$ cat src/rtl/bwd_scaler_feeder.sv
// Frame-gated FIFO feeding the backward linear layer INPUT_SCALER.
// A frame is released only once all of its elements are stored, since the layer cannot stall.
module bwd_scaler_feeder #(
    parameter int NUM_UNKNOWNS = 2,
    parameter int NUM_NONLIN   = 1,
    parameter int BIT_WIDTH    = 32,
    parameter int EXTRA_BITS   = 2,
    parameter int DEPTH        = 8
) (
    input  logic                                CLK,
    input  logic                                RESET,
    input  logic                                WR_EN,
    input  logic [BIT_WIDTH+EXTRA_BITS-1:0]     WR_DATA,
    input  logic                                RD_READY,
    output logic [BIT_WIDTH+EXTRA_BITS-1:0]     SCALER,
    output logic                                SCALER_VALID,
    output logic                                FRAME_START,
    output logic                                FRAME_LAST,
    output logic                                FULL,
    output logic                                EMPTY,
    output logic [$clog2(DEPTH):0]              COUNT,
    output logic                                OVERFLOW
);

    localparam int FL = NUM_UNKNOWNS + NUM_NONLIN;
    localparam int W  = BIT_WIDTH + EXTRA_BITS;
    localparam int AW = $clog2(DEPTH);
    localparam int CW = AW + 1;
    localparam int IW = (FL > 1) ? $clog2(FL) : 1;

    typedef enum logic {IDLE, STREAM} state_t;

    logic [W-1:0]  mem [DEPTH];
    logic [AW-1:0] wr_ptr;
    logic [AW-1:0] rd_ptr;
    logic [CW-1:0] count;
    logic [IW-1:0] idx;
    logic [W-1:0]  scaler_q;
    logic          overflow_q;
    state_t        state;

    logic push;
    logic pop;
    logic frame_ready;
    logic at_last;

    // A new frame may begin only when a full frame is already buffered.
    always_comb begin
        push        = WR_EN & ~FULL;
        frame_ready = (count >= CW'(FL)) && RD_READY;
        at_last     = (idx == IW'(FL - 1));
        pop         = 1'b0;
        unique case (state)
            IDLE:   pop = frame_ready;
            STREAM: pop = ~at_last | frame_ready;
            default: pop = 1'b0;
        endcase
    end

    always_ff @(posedge CLK) begin
        if (push) begin
            mem[wr_ptr] <= WR_DATA;
        end
    end

    always_ff @(posedge CLK or negedge RESET) begin
        if (!RESET) begin
            state      <= IDLE;
            idx        <= '0;
            wr_ptr     <= '0;
            rd_ptr     <= '0;
            count      <= '0;
            scaler_q   <= '0;
            overflow_q <= 1'b0;
        end else begin
            if (WR_EN && FULL) begin
                overflow_q <= 1'b1;
            end
            if (push) begin
                wr_ptr <= wr_ptr + AW'(1);
            end
            if (pop) begin
                scaler_q <= mem[rd_ptr];
                rd_ptr   <= rd_ptr + AW'(1);
            end
            count <= count + CW'(push) - CW'(pop);

            // A started frame always runs to completion regardless of RD_READY.
            unique case (state)
                IDLE: begin
                    idx <= '0;
                    if (frame_ready) begin
                        state <= STREAM;
                    end
                end
                STREAM: begin
                    if (!at_last) begin
                        idx <= idx + IW'(1);
                    end else begin
                        idx <= '0;
                        if (!frame_ready) begin
                            state <= IDLE;
                        end
                    end
                end
                default: begin
                    state <= IDLE;
                    idx   <= '0;
                end
            endcase
        end
    end

    assign SCALER       = scaler_q;
    assign SCALER_VALID = (state == STREAM);
    assign FRAME_START  = SCALER_VALID & (idx == '0);
    assign FRAME_LAST   = SCALER_VALID & at_last;
    assign FULL         = (count == CW'(DEPTH));
    assign EMPTY        = (count == '0);
    assign COUNT        = count;
    assign OVERFLOW     = overflow_q;

endmodule

$ cat config.mk
export PLATFORM = sky130hd
export DESIGN_NAME = bwd_scaler_feeder
export DESIGN_NICKNAME = d
export VERILOG_FILES = /design/src/rtl/bwd_scaler_feeder.sv
export SDC_FILE = /design/constraint.sdc
export NUM_CORES = 1
export LEC_CHECK = 0
export ABC_CLOCK_PERIOD_IN_PS = 7200
export CORE_MARGIN = 1.5
export CORE_UTILIZATION = 55
export CTS_CLUSTER_DIAMETER = 120
export DETAILED_ROUTE_END_ITERATION = 10
export DONT_BUFFER_PORTS = 1
export GPL_TIMING_DRIVEN = 0
export PLACE_DENSITY_LB_ADDON = 0.12
export SYNTH_ARGS = -nofsm -noshare
export SYNTH_HDL_FRONTEND = slang
export SYNTH_SLANG_ARGS = --single-unit
$ cat constraint.sdc
create_clock -name CLK -period 7.2 [get_ports CLK]
set_input_delay 0.36 -clock CLK [delete_from_list [all_inputs] [get_ports CLK]]
set_output_delay 0.36 -clock CLK [all_outputs]
set_load 0.02 [all_outputs]
==> impl_metrics.env <==
export IMPL_final_hold_viol_count=0
export IMPL_area_delta_synth_final_pct=17.7
export IMPL_synth_async_reset_ratio=0.150
export IMPL_final_area_um2=14200
export IMPL_cts_tree="yes"
export IMPL_multiInputGateArea_um2=2570
export IMPL_crit_path_start_kind="register"
export IMPL_hp_start="WR_EN"
export IMPL_clkTransAtPathRegs_ns=0.06
export IMPL_pre_cts_ws_ns=3.94
export IMPL_antenna_found_initial=0
export IMPL_p_per_area_nw_per_um2=428
export IMPL_gp_congestion=0.758
export IMPL_yosys_most_used_dff="edfxtp_1"
export IMPL_status="finished clean"
export IMPL_grtUsageTotal=0.215
export IMPL_leakage_nw=4.89
export IMPL_cts_sinks=320
export IMPL_cp_required_ns=7.58
export IMPL_final_common_cell="edfxtp_1"
export IMPL_fill_cells=1440
export IMPL_clkLatencyLatePin_ns=0.51
export IMPL_synth_seq_cells=320
export IMPL_holdWs_ns=0.198
export IMPL_crit_arrival_ns=3.65
export IMPL_place_hpwl_um=14200
export IMPL_die_width_um=151
export IMPL_synth_nets=621
export IMPL_via_per_inst=5.76
export IMPL_ys_seq_area_frac=0.775
export IMPL_h_tree_depth=2
export IMPL_reg2reg_from="COUNT[2]"
export IMPL_r2r_end="COUNT[2]"
export IMPL_vias=5565
export IMPL_min_to="wr_ptr[1]"
export IMPL_slowest_delay_ns=0.56
export IMPL_end_kind="register"
export IMPL_synth_cells=574
export IMPL_timing_fmax_mhz=306
export IMPL_cts_buffers=34
export IMPL_fin_tns_setup_ns=0
export IMPL_finClkSkew_ns=0.0127
export IMPL_fp_row_count=54
export IMPL_dieHeight_um=151
export IMPL_routed_wl_um=23200
export IMPL_drc=0
export IMPL_crit_chain="inv_1 > ha_1 > a21bo_2 > a22o_1 > buf_2 > clkbuf_1 > ha_1 > inv_1 > ha_1 > inv_1 > fa_1 > xnor2_1"
export IMPL_setup_ws_ns=3.94
export IMPL_place_area_um2=12700
export IMPL_port_buffers=0
export IMPL_rsz0062_at_grt="no"
export IMPL_peakVddDrop_uv=210
export IMPL_min_period_over_period=0.453
export IMPL_hold_depth=3
export IMPL_die_area_um2=22900
export IMPL_r2r_setup_slack_ns=3.94
export IMPL_diodes=0
export IMPL_cts_setup_buffers=0
export IMPL_grt_pass1_vias=5952
export IMPL_final_cell_mix="272 x edfxtp_1, 68 x mux4_2, 48 x dfrtp_1"
export IMPL_synth_area_um2=12100
export IMPL_period_minus_slack_ns=3.26
export IMPL_finalSetupViolCount=0
export IMPL_worst_slew_pin_slew_ns=0.849
export IMPL_core_um2=21700
export IMPL_crit_slowest_cell="clkbuf_1"
export IMPL_yosys_warnings=0
export IMPL_cp_max_fo=11
export IMPL_drv_cap=0
export IMPL_synth_cell_types=25
export IMPL_final_max_slew_viol_count=0
export IMPL_fin_nets=708
export IMPL_utilization=0.656
export IMPL_grt_max_degree=49
export IMPL_gr_total_overflow=0
export IMPL_avgSynthCellArea_um2=21.1
export IMPL_io_pins=82
export IMPL_detail_route_antenna_nets=0
export IMPL_rr_worst_depth=12
export IMPL_cts_root_buf="clkbuf_16"
export IMPL_drt_initial_drc_count=385
export IMPL_seq_area_um2=9370
export IMPL_relSlewSlack=0.433
export IMPL_critPathKind="register to register"
export IMPL_dr_pass1_iters=5
export IMPL_cts_buffer_depth=3
export IMPL_wl_per_cell_um=24.0
export IMPL_start_util=0.557
export IMPL_worstHoldPathType="input pin to register"
export IMPL_synth_edf_count=272
export IMPL_grt_pass1_wl_um=35000
export IMPL_drive_above_1_share=0.224
## registers in the layout, indices dropped and copies added (netlist names)
register / cells
SCALER: 34
wr_ptr: 3
COUNT: 4
SCALER_VALID: 1
mem: 272
idx: 2
OVERFLOW: 1
rd_ptr: 3
## kinds of logic after synthesis
group | count (synthesis) | share of synthesized area
AOI/OAI and AO/OA | 39 | 0.0173
adders and majority gates | 9 | 0.00994
DFF | 320 | 0.775
buffers and inverters | 37 | 0.0170
xor gates and xnor gates | 5 | 0.00362
muxes | 103 | 0.156
and+or+nand+nor | 61 | 0.0212
## what timing repair did
item,CTS,global route
gates resized for setup,0,0
endpoints found under the hold margin,321,0
hold buffers,37,0
## metal layers
layer	vias up	wire (µm)	share of wire	GRT usage
li1	2481	-	-	-
met2	168	11700	0.50	0.364
met5	-	0	0	0
met1	2883	9670	0.42	0.286
met4	0	343	0.015	0.0519
met3	33	1540	0.066	0.0464
## worst max-delay path by stage
stage,startpoint,endpoint,slack (ns),cells past startpoint
floorplan,COUNT[2],mem[0][0],3.02,6
global placement,COUNT[2],mem[0][15],0.46,6
detailed placement,COUNT[2],COUNT[2],3.94,12
CTS,COUNT[2],COUNT[2],3.92,12
global route,COUNT[2],COUNT[3],3.81,12
finish,COUNT[2],COUNT[2],3.94,12
## layout make-up
class,instances,area share
flip-flops and latches,320,0.659
multi-input cells,217,0.181
clock buffers,47,0.0677
repair buffers,51,0.0426
well taps,280,0.0246
plain buffers,28,0.0121
clock inverters,14,0.0114
inverters,9,0.00238
## report_power, final
group          switching, mW  total (mW)  internal [mW]  leakage, nW
Combinational          0.892        1.66          0.764         1.32
Sequential             0.294        2.70           2.40         3.02
Clock                  0.662        1.74           1.08        0.549
## cells in the mapped netlist (3+ instances only)
cell | count | area share
nand2_1 | 9 | 0.0028
xnor2_1 | 3 | 0.0022
ha_1 | 8 | 0.0083
nor3b_1 | 3 | 0.0019
buf_4 | 4 | 0.0025
a21oi_1 | 35 | 0.014
buf_2 | 9 | 0.0037
inv_1 | 9 | 0.0028
dfrtp_1 | 48 | 0.099
nor2_1 | 41 | 0.013
nor3_1 | 3 | 0.0012
edfxtp_1 | 272 | 0.68
clkbuf_1 | 12 | 0.0037
mux2i_1 | 34 | 0.028
nand2b_1 | 4 | 0.0021
mux4_2 | 68 | 0.13
## critical path: cells and delay by family (launching register included)
kind                       cells  cell delay (ns)
buffers and inverters          5             1.05
adders and majority gates      4             1.14
DFF                            1             0.46
AOI/OAI and AO/OA              2             0.36
xor gates and xnor gates       1             0.14
## through the flow
stage	std cells	power (mW)
floorplan	574	3.89
global route	966	6.40
CTS	966	6.18
detailed placement	868	4.39
global placement	854	4.29
finish	966	6.09
Note: power is estimated with default switching activity, not from simulation.
